**config.mk**
```make
export PLATFORM = sky130hd
export DESIGN_NAME = duck_round_ctrl
export DESIGN_NICKNAME = d
export VERILOG_FILES = /design/src/rtl/duck_round_ctrl.sv
export SDC_FILE = /design/constraint.sdc
export NUM_CORES = 1
export LEC_CHECK = 0
export ABC_AREA = 1
export BUFFER_PORTS_ARGS = -buffer_cell sky130_fd_sc_hd__buf_2
export CELL_PAD_IN_SITES_DETAIL_PLACEMENT = 1
export CELL_PAD_IN_SITES_GLOBAL_PLACEMENT = 1
export CORE_MARGIN = 5
export CORE_UTILIZATION = 41
export DETAILED_ROUTE_END_ITERATION = 6
export MAX_ROUTING_LAYER = met4
export PLACE_DENSITY_LB_ADDON = 0.12
export SLEW_MARGIN = 15
export SYNTH_ARGS = -nofsm -noshare
export SYNTH_HDL_FRONTEND = slang
export SYNTH_SLANG_ARGS = --single-unit
```
**constraint.sdc**
```tcl
create_clock -name Clk -period 2.02 [get_ports Clk]
set_clock_uncertainty 0.05 [all_clocks]
set_input_delay 0.505 -clock Clk [delete_from_list [all_inputs] [get_ports Clk]]
set_output_delay 0.505 -clock Clk [all_outputs]
set_load 0.05 [all_outputs]
```
**src/rtl/duck_round_ctrl.sv**
```systemverilog
// Round sequencer for the duck game: idle, ready pause, flight, result pause.
// Tracks ammo, hits, hit bitmap and saturating score for the HUD.
module duck_round_ctrl #(
    parameter int DUCKS_PER_ROUND = 10,
    parameter int SHOTS           = 3,
    parameter int READY_FRAMES    = 60,
    parameter int FLY_FRAMES      = 300,
    parameter int RESULT_FRAMES   = 90,
    parameter int POINTS          = 500
) (
    input  logic                       Clk,
    input  logic                       Reset,
    input  logic                       frame_clk,
    input  logic                       start,
    input  logic                       trigger,
    input  logic                       bird_shot,
    input  logic                       flew_away,
    output logic [1:0]                 state,
    output logic                       new_duck,
    output logic [1:0]                 shots_left,
    output logic [3:0]                 duck_idx,
    output logic [3:0]                 hits,
    output logic [DUCKS_PER_ROUND-1:0] hit_map,
    output logic                       last_hit,
    output logic [15:0]                score,
    output logic                       round_done
);

    typedef enum logic [1:0] {
        S_IDLE   = 2'b00,
        S_READY  = 2'b01,
        S_FLY    = 2'b10,
        S_RESULT = 2'b11
    } state_t;

    localparam logic [8:0] C_READY  = 9'(READY_FRAMES - 1);
    localparam logic [8:0] C_FLY    = 9'(FLY_FRAMES - 1);
    localparam logic [8:0] C_RESULT = 9'(RESULT_FRAMES - 1);
    localparam logic [3:0] C_LAST   = 4'(DUCKS_PER_ROUND - 1);

    state_t                     r_state;
    logic                       r_fclk_d;
    logic [8:0]                 r_tick_cnt;
    logic                       r_out_of_ammo;
    logic                       r_new_duck;
    logic [1:0]                 r_shots;
    logic [3:0]                 r_duck_idx;
    logic [3:0]                 r_hits;
    logic [DUCKS_PER_ROUND-1:0] r_hit_map;
    logic                       r_last_hit;
    logic [15:0]                r_score;
    logic                       r_round_done;

    state_t                     w_state_nxt;
    logic                       w_tick;
    logic                       w_state_chg;
    logic [16:0]                w_sum;
    logic [8:0]                 w_tick_cnt_nxt;
    logic                       w_ooa_nxt;
    logic                       w_new_duck_nxt;
    logic [1:0]                 w_shots_nxt;
    logic [3:0]                 w_duck_idx_nxt;
    logic [3:0]                 w_hits_nxt;
    logic [DUCKS_PER_ROUND-1:0] w_hit_map_nxt;
    logic                       w_last_hit_nxt;
    logic [15:0]                w_score_nxt;
    logic                       w_round_done_nxt;

    assign w_tick      = frame_clk & ~r_fclk_d;
    assign w_state_chg = (w_state_nxt != r_state);
    assign w_sum       = {1'b0, r_score} + 17'(POINTS);

    always_ff @(posedge Clk or posedge Reset) begin
        if (Reset) begin
            r_state <= S_IDLE;
        end else begin
            r_state <= w_state_nxt;
        end
    end

    always_comb begin
        w_state_nxt = r_state;
        unique case (r_state)
            S_IDLE: begin
                if (start) w_state_nxt = S_READY;
            end
            S_READY: begin
                if (w_tick && r_tick_cnt == C_READY) w_state_nxt = S_FLY;
            end
            S_FLY: begin
                // Ammo-out waits one frame tick so a final-shot hit can still land
                if (bird_shot || flew_away ||
                    (w_tick && (r_tick_cnt == C_FLY || r_out_of_ammo)))
                    w_state_nxt = S_RESULT;
            end
            S_RESULT: begin
                if (w_tick && r_tick_cnt == C_RESULT)
                    w_state_nxt = (r_duck_idx == C_LAST) ? S_IDLE : S_READY;
            end
            default: w_state_nxt = S_IDLE;
        endcase
    end

    always_comb begin
        w_tick_cnt_nxt   = r_tick_cnt;
        w_ooa_nxt        = r_out_of_ammo;
        w_new_duck_nxt   = 1'b0;
        w_shots_nxt      = r_shots;
        w_duck_idx_nxt   = r_duck_idx;
        w_hits_nxt       = r_hits;
        w_hit_map_nxt    = r_hit_map;
        w_last_hit_nxt   = r_last_hit;
        w_score_nxt      = r_score;
        w_round_done_nxt = 1'b0;

        if (r_state == S_IDLE || w_state_chg) w_tick_cnt_nxt = '0;
        else if (w_tick)                      w_tick_cnt_nxt = r_tick_cnt + 9'd1;

        unique case (r_state)
            S_IDLE: begin
                if (start) begin
                    w_duck_idx_nxt = '0;
                    w_hits_nxt     = '0;
                    w_hit_map_nxt  = '0;
                    w_last_hit_nxt = 1'b0;
                    w_score_nxt    = '0;
                end
            end
            S_READY: begin
                if (w_state_chg) begin
                    w_shots_nxt    = 2'(SHOTS);
                    w_new_duck_nxt = 1'b1;
                    w_ooa_nxt      = 1'b0;
                end
            end
            S_FLY: begin
                if (trigger && r_shots != 2'd0) begin
                    w_shots_nxt = r_shots - 2'd1;
                    if (r_shots == 2'd1) w_ooa_nxt = 1'b1;
                end
                if (bird_shot) begin
                    w_hits_nxt     = r_hits + 4'd1;
                    w_last_hit_nxt = 1'b1;
                    w_score_nxt    = w_sum[16] ? 16'hFFFF : w_sum[15:0];
                    for (int i = 0; i < DUCKS_PER_ROUND; i++)
                        if (r_duck_idx == 4'(i)) w_hit_map_nxt[i] = 1'b1;
                end else if (w_state_chg) begin
                    w_last_hit_nxt = 1'b0;
                end
            end
            S_RESULT: begin
                if (w_state_chg) begin
                    if (r_duck_idx == C_LAST) w_round_done_nxt = 1'b1;
                    else                      w_duck_idx_nxt   = r_duck_idx + 4'd1;
                end
            end
            default: ;
        endcase
    end

    always_ff @(posedge Clk or posedge Reset) begin
        if (Reset) begin
            r_fclk_d      <= 1'b0;
            r_tick_cnt    <= '0;
            r_out_of_ammo <= 1'b0;
            r_new_duck    <= 1'b0;
            r_shots       <= '0;
            r_duck_idx    <= '0;
            r_hits        <= '0;
            r_hit_map     <= '0;
            r_last_hit    <= 1'b0;
            r_score       <= '0;
            r_round_done  <= 1'b0;
        end else begin
            r_fclk_d      <= frame_clk;
            r_tick_cnt    <= w_tick_cnt_nxt;
            r_out_of_ammo <= w_ooa_nxt;
            r_new_duck    <= w_new_duck_nxt;
            r_shots       <= w_shots_nxt;
            r_duck_idx    <= w_duck_idx_nxt;
            r_hits        <= w_hits_nxt;
            r_hit_map     <= w_hit_map_nxt;
            r_last_hit    <= w_last_hit_nxt;
            r_score       <= w_score_nxt;
            r_round_done  <= w_round_done_nxt;
        end
    end

    assign state      = r_state;
    assign new_duck   = r_new_duck;
    assign shots_left = r_shots;
    assign duck_idx   = r_duck_idx;
    assign hits       = r_hits;
    assign hit_map    = r_hit_map;
    assign last_hit   = r_last_hit;
    assign score      = r_score;
    assign round_done = r_round_done;

endmodule

```
==> flow_metrics.env <==
export IMPL_crit_path_max_fanout=7
export IMPL_timing_rr_start="score[2]"
export IMPL_synth_seq_cells=51
export IMPL_via_per_inst=5.08
export IMPL_cp_end_kind="register"
export IMPL_status="finished clean"
export IMPL_wire_per_inst_microns=14.9
export IMPL_required_ns=2.16
export IMPL_path_buf_inv=2
export IMPL_clkSinkCount=51
export IMPL_ys_types=34
export IMPL_p_leak_nw=1.68
export IMPL_grt_pass1_wl_microns=12300
export IMPL_yosys_warnings=0
export IMPL_syn_inst=336
export IMPL_first_pass_iters=4
export IMPL_ios=48
export IMPL_slew_headroom_pct=74.0
export IMPL_setup_tns_ns=0
export IMPL_syn_to_final_growth_pct=16.6
export IMPL_placed_cell_area_sq_um=3070
export IMPL_antenna_found_initial=0
export IMPL_final_common_cell="nand2_1"
export IMPL_hold_path_class="in -> async"
export IMPL_critPathLaunch="score[2]"
export IMPL_fmax_ghz=0.545
export IMPL_core_region_area_sq_um=6420
export IMPL_finalHoldViolCount=0
export IMPL_cp_cell_sequence="ha_1 -> nor2_2 -> nand2_1 -> nor2_1 -> inv_1 -> nand2_1 -> nor2_1 -> nand2_1 -> nor2_2 -> inv_2 -> o311ai_1"
export IMPL_setup_viol=0
export IMPL_drtAntennaViolNets=0
export IMPL_grt_pass1_vias=2523
export IMPL_synthFlopType="dfrtp_1"
export IMPL_wirelength_microns=6980
export IMPL_die_area_sq_um=8380
export IMPL_drive_above_1_share_pct=21.3
export IMPL_worst_slew_pin_slew_ns=0.387
export IMPL_cpPeakStageDelay_ns=0.42
export IMPL_postCtsSetupRepairBufs=0
export IMPL_crit_slowest_cell="dfrtp_1"
export IMPL_crit_family="simple AND/OR/NAND/NOR gates"
export IMPL_stdcell_area_sq_um=3180
export IMPL_cp_common_cell="nand2_1"
export IMPL_die_w_microns=91.5
export IMPL_final_cell_count_no_fill=467
export IMPL_finalMaxSlewViolations=0
export IMPL_worstSkewPairLatency_ns=0.31
export IMPL_grt_use_total_pct=18.3
export IMPL_synth_async_reset_ratio_pct=100
export IMPL_ir_worst_vdd_mv=0.485
export IMPL_dp_cells=459
export IMPL_nNetsFinal=406
export IMPL_power_w=0.00403
export IMPL_synth_avg_cell_area_sq_um=8.11
export IMPL_rsz0062_at_grt="false"
export IMPL_fp_dieH_microns=91.5
export IMPL_hpwl_microns=5310
export IMPL_nFillCells=823
export IMPL_clk_path_buf_depth=2
export IMPL_gp_congestion=0.808
export IMPL_hold_buffers=0
export IMPL_period_share_pct=90.8
export IMPL_io_buffers=47
export IMPL_clkTransAtPathRegs_ns=0.10
export IMPL_synthesis_nets=353
export IMPL_drc=0
export IMPL_yosysSeqAreaShare_pct=46.8
export IMPL_synth_edf_count=0
export IMPL_grt_max_degree=52
export IMPL_fin_util_pct=49.5
export IMPL_final_cell_mix="nand2_1, dfrtp_1, nor2_1, buf_2, inv_1"
export IMPL_drt_initial_drc_count=76
export IMPL_vias=2373
export IMPL_power_density_nw_per_um2=1270
export IMPL_numCtsBuffers=5
export IMPL_worstSetupPathType="reg -> reg"
export IMPL_globalRouteOverflowTotal=0
export IMPL_cts_tree="done"
export IMPL_synth_area_sq_um=2730
export IMPL_cts_root_buf="clkbuf_8"
export IMPL_placementRows=29
export IMPL_diodes=0
export IMPL_period_needed_ns=1.83
export IMPL_cp_start_kind="register"
export IMPL_start_util_pct=42.5
export IMPL_drv_cap=0
export IMPL_arrival_ns=1.97
export IMPL_h_tree_depth=2
## kinds of logic (layout without fill, tap and decap cells)
group | Yosys count | after routing | share of synthesized area [%]
buffers and inverters | 52 | 106 | 7.66
AO/OA/AOI/OAI | 50 | 50 | 10.5
AND/OR/NAND/NOR | 162 | 162 | 26.9
adder cells (fa/ha/maj) | 10 | 10 | 4.59
XOR/XNOR | 11 | 11 | 3.53
flip-flops | 51 | 51 | 46.8
## stage by stage
stage | hold slack (ns) | worst slack (ns)
global route | 0.195 | 0.00854
floorplan | 0.440 | 0.0470
finish | 0.164 | 0.185
detailed placement | 0.436 | 0.0359
global placement | 0.418 | 0.156
CTS | 0.181 | 0.0203
## flip-flops by register name, summed over array words and instances, names as in the netlist, 2 cells and up
register    count
r_tick_cnt      9
hit_map        10
duck_idx        4
score          15
hits            4
shots_left      2
state           2
## layout make-up
class                   count  area (sq um)  share of cell area (%)
clock buffers               6          82.6                    2.60
flip-flops and latches     51          1280                    40.1
clock inverters             2          16.3                   0.512
repair buffers             51           278                    8.74
well taps                  77          96.3                    3.03
inverters                  47           176                    5.55
multi-input cells         233          1250                    39.4
## final timing paths
| kind | slack [ns] | depth (start not counted) | end |
|---|---|---|---|
| setup / recovery | 0.19 | 11 | score[9] |
| hold / removal | 0.16 | 3 | hits[3] |
| setup reg to reg | 0.19 | 11 | score[9] |
| hold reg to reg | 0.46 | 2 | hit_map[2] |
| max in group asynchronous | 1.50 | 3 | r_out_of_ammo |
| min in group Clk | 0.28 | 1 | r_fclk_d |
## synth_stat cells (3+ instances only)
master    n  area (sq um)
inv_1    44           165
nor3_1    7          35.0
nand2_1  71           267
a21oi_1  12          60.1
xor2_1    9          78.8
nor2_1   50           188
nor2_4    3          33.8
nand3_1  16          80.1
inv_2     3          11.3
dfrtp_1  51          1280
o21ai_0  21           105
a31oi_1   8          50.1
ha_1     10           125
## layer usage
metal | vias up | global-route usage [%] | part of all wire (%)
met4 | 0 | 4.90 | 1.2
met3 | 6 | 3.97 | 4.3
met2 | 37 | 29.5 | 47
li1 | 1181 | - | -
met1 | 1149 | 23.4 | 48
met5 | - | - | 0
## power breakdown
group / switching, W / leakage (nW) / internal, W / total, W
combinational: 0.00136 / 0.973 / 0.000479 / 0.00184
sequential: 0.000285 / 0.657 / 0.00127 / 0.00155
clock: 0.000361 / 0.0474 / 0.000281 / 0.000642
## worst min-delay path, stage by stage
cell    delay [ns]
buf_2         0.10
inv_2         0.06
buf_12        0.25
## timing repair
action	CTS	global route
resized for setup	0	5
hold endpoints to repair	0	0
endpoints found under the setup margin	0	12
Note: power is estimated with default switching activity, not from simulation.
